**src/rtl/bcd_pkg.sv**
```systemverilog
// rtl/bcd_pkg.sv - shared constants, state encoding and digit check for the BCD accumulator
package bcd_pkg;

  localparam logic [3:0] BCD_MAX  = 4'd9;
  localparam logic [4:0] BCD_BASE = 5'd10;

  localparam logic [1:0] ST_IDLE = 2'd0;
  localparam logic [1:0] ST_ADD  = 2'd1;
  localparam logic [1:0] ST_DONE = 2'd2;

  function automatic logic is_bcd(input logic [3:0] digit);
    return digit <= BCD_MAX;
  endfunction

endpackage

```
**src/rtl/bcd_digit_add.sv**
```systemverilog
// rtl/bcd_digit_add.sv - single-digit BCD adder, (a + b + cin) mod 10 with decimal carry
module bcd_digit_add
  import bcd_pkg::*;
(
  input  logic [3:0] a,
  input  logic [3:0] b,
  input  logic       cin,
  output logic [3:0] s,
  output logic       cout
);

  logic [4:0] sum;

  always_comb begin
    sum  = {1'b0, a} + {1'b0, b} + {4'b0000, cin};
    cout = (sum >= BCD_BASE);
    // For sums 10..19, subtracting 10 equals adding 6 modulo 16.
    s    = sum[3:0] + (cout ? 4'd6 : 4'd0);
  end

endmodule

```
**src/rtl/bcd_accum_ctrl.sv**
```systemverilog
// rtl/bcd_accum_ctrl.sv - digit-serial sequencer: acc <= acc + operand_b, LSD first
module bcd_accum_ctrl
  import bcd_pkg::*;
#(
  parameter int DIGITS = 4
) (
  input  logic                  clk,
  input  logic                  rst_n,
  input  logic                  start,
  input  logic                  clr,
  input  logic [4*DIGITS-1:0]   operand_b,
  output logic                  busy,
  output logic                  done,
  output logic                  invalid,
  output logic                  overflow,
  output logic [4*DIGITS-1:0]   acc
);

  localparam int IW = (DIGITS > 1) ? $clog2(DIGITS) : 1;

  logic [1:0]            state;
  logic [IW-1:0]         idx;
  logic                  carry;
  logic [4*DIGITS-1:0]   b_lat;
  logic [3:0]            a_dig;
  logic [3:0]            b_dig;
  logic [3:0]            s_dig;
  logic                  cout;
  logic                  op_ok;
  logic                  last;

  always_comb begin
    op_ok = 1'b1;
    for (int i = 0; i < DIGITS; i++) begin
      if (!is_bcd(operand_b[4*i +: 4])) op_ok = 1'b0;
    end
  end

  assign a_dig = acc[{idx, 2'b00} +: 4];
  assign b_dig = b_lat[{idx, 2'b00} +: 4];
  assign last  = (idx == IW'(DIGITS - 1));

  bcd_digit_add u_add (
    .a    (a_dig),
    .b    (b_dig),
    .cin  (carry),
    .s    (s_dig),
    .cout (cout)
  );

  always_ff @(posedge clk or negedge rst_n) begin
    if (!rst_n) begin
      state    <= ST_IDLE;
      idx      <= '0;
      carry    <= 1'b0;
      b_lat    <= '0;
      acc      <= '0;
      busy     <= 1'b0;
      done     <= 1'b0;
      invalid  <= 1'b0;
      overflow <= 1'b0;
    end else begin
      done    <= 1'b0;
      invalid <= 1'b0;
      if (clr) begin
        state    <= ST_IDLE;
        idx      <= '0;
        carry    <= 1'b0;
        acc      <= '0;
        busy     <= 1'b0;
        overflow <= 1'b0;
      end else begin
        case (state)
          ST_IDLE: begin
            if (start) begin
              if (op_ok) begin
                b_lat    <= operand_b;
                idx      <= '0;
                carry    <= 1'b0;
                overflow <= 1'b0;
                busy     <= 1'b1;
                state    <= ST_ADD;
              end else begin
                invalid <= 1'b1;
              end
            end
          end
          ST_ADD: begin
            acc[{idx, 2'b00} +: 4] <= s_dig;
            carry <= cout;
            idx   <= idx + 1'b1;
            if (last) begin
              idx      <= '0;
              busy     <= 1'b0;
              done     <= 1'b1;
              overflow <= cout;
              state    <= ST_DONE;
            end
          end
          ST_DONE: state <= ST_IDLE;
          default: state <= ST_IDLE;
        endcase
      end
    end
  end

endmodule
```
**config.mk**
```make
export PLATFORM = sky130hd
export DESIGN_NAME = bcd_accum_ctrl
export DESIGN_NICKNAME = d
export VERILOG_FILES = /design/src/rtl/bcd_pkg.sv /design/src/rtl/bcd_digit_add.sv /design/src/rtl/bcd_accum_ctrl.sv
export SDC_FILE = /design/constraint.sdc
export NUM_CORES = 1
export LEC_CHECK = 0
export CORE_MARGIN = 2
export CORE_UTILIZATION = 40
export DETAILED_ROUTE_END_ITERATION = 10
export HOLD_SLACK_MARGIN = 0.1
export PLACE_DENSITY_LB_ADDON = 0.2
export SYNTH_ARGS = -nofsm -noshare
export SYNTH_HDL_FRONTEND = slang
export SYNTH_SLANG_ARGS = --single-unit
```
**constraint.sdc**
```tcl
create_clock -name clk -period 4.9 [get_ports clk]
set_clock_uncertainty 0.2 [all_clocks]
set_input_delay 0.98 -clock clk [delete_from_list [all_inputs] [get_ports clk]]
set_output_delay 0.98 -clock clk [all_outputs]
set_load 0.05 [all_outputs]
```
==> impl_results.md <==
* Drt first pass iters at 4
* Final hold vios at 0
* Core Footprint at 5040 µm²
* Dpl cells at 262
* Number of synthesized flops with an enable pin at 0
* Sequential fraction of the synthesis area at 0.494
* Top cell type by total area after synthesis: dfrtp_1
* #FFs+latches synth at 41
* Critical path endpoint: acc[7]
* Syn Area/Cell at 13.4 µm²
* Count of cell types in the netlist at 38
* Share of Yosys cell area claimed by the top area cell type at 0.494
* Max-Cap Viols at 0
* Syn_nets at 186
* Aggregate global routing overflow at 0
* Placer Congestion at 0.789
* HP Class: flip-flop to flip-flop
* Clock sinks at 41
* Max-slew violation count at 0
* Unrepaired setup endpoints after global routing: false
* Least-Margin Pin Slew at 1.08 ns
* Reg2Reg Depth at 11
* Rel. slew slack at 0.272
* Pwr Density at 333 nW/µm²
* Startpoint class of the critical path: flip-flop
* Die Width at 76.0 µm
* Critical Path End Type: flip-flop
* Fin crit share at 0.928
* Outcome: finished, final reports clean
* Synthesized cell area at 2080 µm²
* Endpoints failing setup at 0
* CTS Buffer Depth at 2
* # rows at 26
* DRC violations left at 0
* Total Wirelength at 4720 µm
* R2R setup slack at 0.35 ns
* I/O Buffers at 39
* FMAX at 0.220 GHz
* Inserted Diodes at 0
* DR vias at 1,466
* Leakage at 0.00111 µW
* Routed len/inst at 17.5 µm
* Min Tclk post-route at 4.55 ns
* Max rail drop VDD at 0.000174 V
* Hold_buf cts at 0
* Tot GR Track Use at 0.173
* Iter 0 DRT Violations at 81
* Clock tree root buffer cell: clkbuf_8
* Main synth FF type: dfrtp_1
* Crit Path Class: flip-flop to flip-flop
* Synth cell count leaders: 41 x dfrtp_1, 16 x mux2_2, 12 x a22o_1, 8 x ha_1, 8 x mux4_2
* Post-Synthesis Cells at 155
* Setup WS post-layout at 0.354 ns
* CP Max Fanout at 8
* Non-Filler Instances at 270
* TritonCTS Buffers at 5
* Ys Warns at 0
* Initial antenna violation count at 0
* Pre-CTS WS at 0.251 ns
* Htree depth at 2
* CTS tree: built
* Worst-path clk slew at 0.08 ns
* IO Pins at 40
* Crit path DAT at 4.50 ns
* Setup TNS at 0 ns
* First-pass GRT wire length at 7960 µm
* Chip height at 76.0 µm
* CP Launch Point: idx[0]
* Die area at 5780 µm²
* Critical path required time at 4.86 ns
* Initial Utilization at 0.412
* Most frequent cell after synthesis: dfrtp_1
* Latest clock arrival within the worst-skew pair at 0.29 ns
* Post-synthesis async set-or-reset flop share at 1.00
* Dpl hpwl at 3730 µm
* FF-to-FF End: acc[7]
* Vias per Instance at 5.43
* WHS at 0.313 ns
* Layout cells sized above 1 at 0.205
* Vias in the first global route at 1,533
* Reg2reg start: idx[0]
* Largest net degree at the start of global routing at 42
* Remaining antenna violation count after routing at 0
* Nets at 230
* Syn-to-layout area delta at 26.4%
* Fillers at 450
* Synth area leaders: dfrtp_1 49%, mux2_2 8.7%, mux4_2 8.7%, a22o_1 5.1%, ha_1 4.8%
worst min path at each step:
stage / slack [ns] / endpoint / cells past startpoint / startpoint
floorplan: 0.28 / b_lat[10] / 1 / b_lat[10]
CTS: 0.32 / b_lat[8] / 1 / b_lat[8]
global route: 0.33 / b_lat[6] / 1 / b_lat[6]
global placement: 0.29 / acc[11] / 2 / acc[11]
finish: 0.31 / b_lat[8] / 1 / b_lat[8]
detailed placement: 0.29 / b_lat[6] / 1 / b_lat[6]
timing repair:
action	4_1_cts	5_1_grt
endpoints found under the setup margin	0	2
resized for setup	0	1
buffers inserted	0	0
cell type report:
| cell class | count | area [µm²] | area share |
|---|---|---|---|
| clock inverters | 2 | 10.0 | 0.00381 |
| flip-flops and latches | 41 | 1030 | 0.392 |
| multi-input cells | 103 | 1000 | 0.381 |
| well taps | 70 | 87.6 | 0.0334 |
| clock buffers | 6 | 72.6 | 0.0277 |
| repair buffers | 41 | 400 | 0.153 |
| inverters | 7 | 26.3 | 0.0100 |
worst max-delay path: stages (launching register included):
cell,delay (ns)
dfrtp_2,0.49
mux4_2,0.55
fa_1,0.45
fa_1,0.51
o41ai_1,0.36
a31o_2,0.16
o311ai_0,0.32
ha_1,0.36
fa_1,0.41
xnor2_1,0.14
xnor2_1,0.31
o21ai_0,0.16
sequential cells by signal, indices dropped and copies added, names as in the netlist:
| signal | flops |
|---|---|
| overflow | 1 |
| invalid | 1 |
| acc | 16 |
| busy | 1 |
| carry | 1 |
| state | 2 |
| b_lat | 16 |
| done | 1 |
| idx | 2 |
per-layer routing:
layer	part of all wire	track usage	vias up
met5	0	0	-
met2	0.51	0.271	35
li1	-	-	679
met4	0.0025	0.0418	0
met3	0.036	0.0391	2
met1	0.45	0.248	750
logic make-up after synthesis:
family / count (synthesis) / synth area share
xor gates and xnor gates: 3 / 0.0127
adders and majority gates: 11 / 0.0772
DFF: 41 / 0.494
muxes: 24 / 0.174
AOI/OAI and AO/OA: 37 / 0.130
buffers and inverters: 11 / 0.0241
and+or+nand+nor: 28 / 0.0886
report_power, final:
part	internal (µW)	leakage [µW]	switching, µW
combinational	122	0.000525	134
clock	98.7	0.0000450	111
sequential	382	0.000541	26.7
total	602	0.00111	272
layout by cell type, fill, tap and decap left out, types with 5 or more instances in the layout:
cell,instances
a21oi_1,7
a22o_1,12
clkbuf_8,5
clkdlybuf4s50_1,38
dfrtp_1,40
ha_1,8
inv_1,7
mux2_2,16
mux4_2,8
nand2_1,7
o21ai_0,7
stage by stage:
stage / util / total power, µW / cell area, µm²
3_5_place_dp: 0.504 / 673 / 2540
5_1_grt: 0.520 / 928 / 2620
6_report: 0.520 / 874 / 2620
2_1_floorplan: - / 584 / 2080
3_3_place_gp: 0.504 / 661 / 2540
4_1_cts: 0.520 / 885 / 2620
No activity file was read; power rests on OpenSTA's default activity.
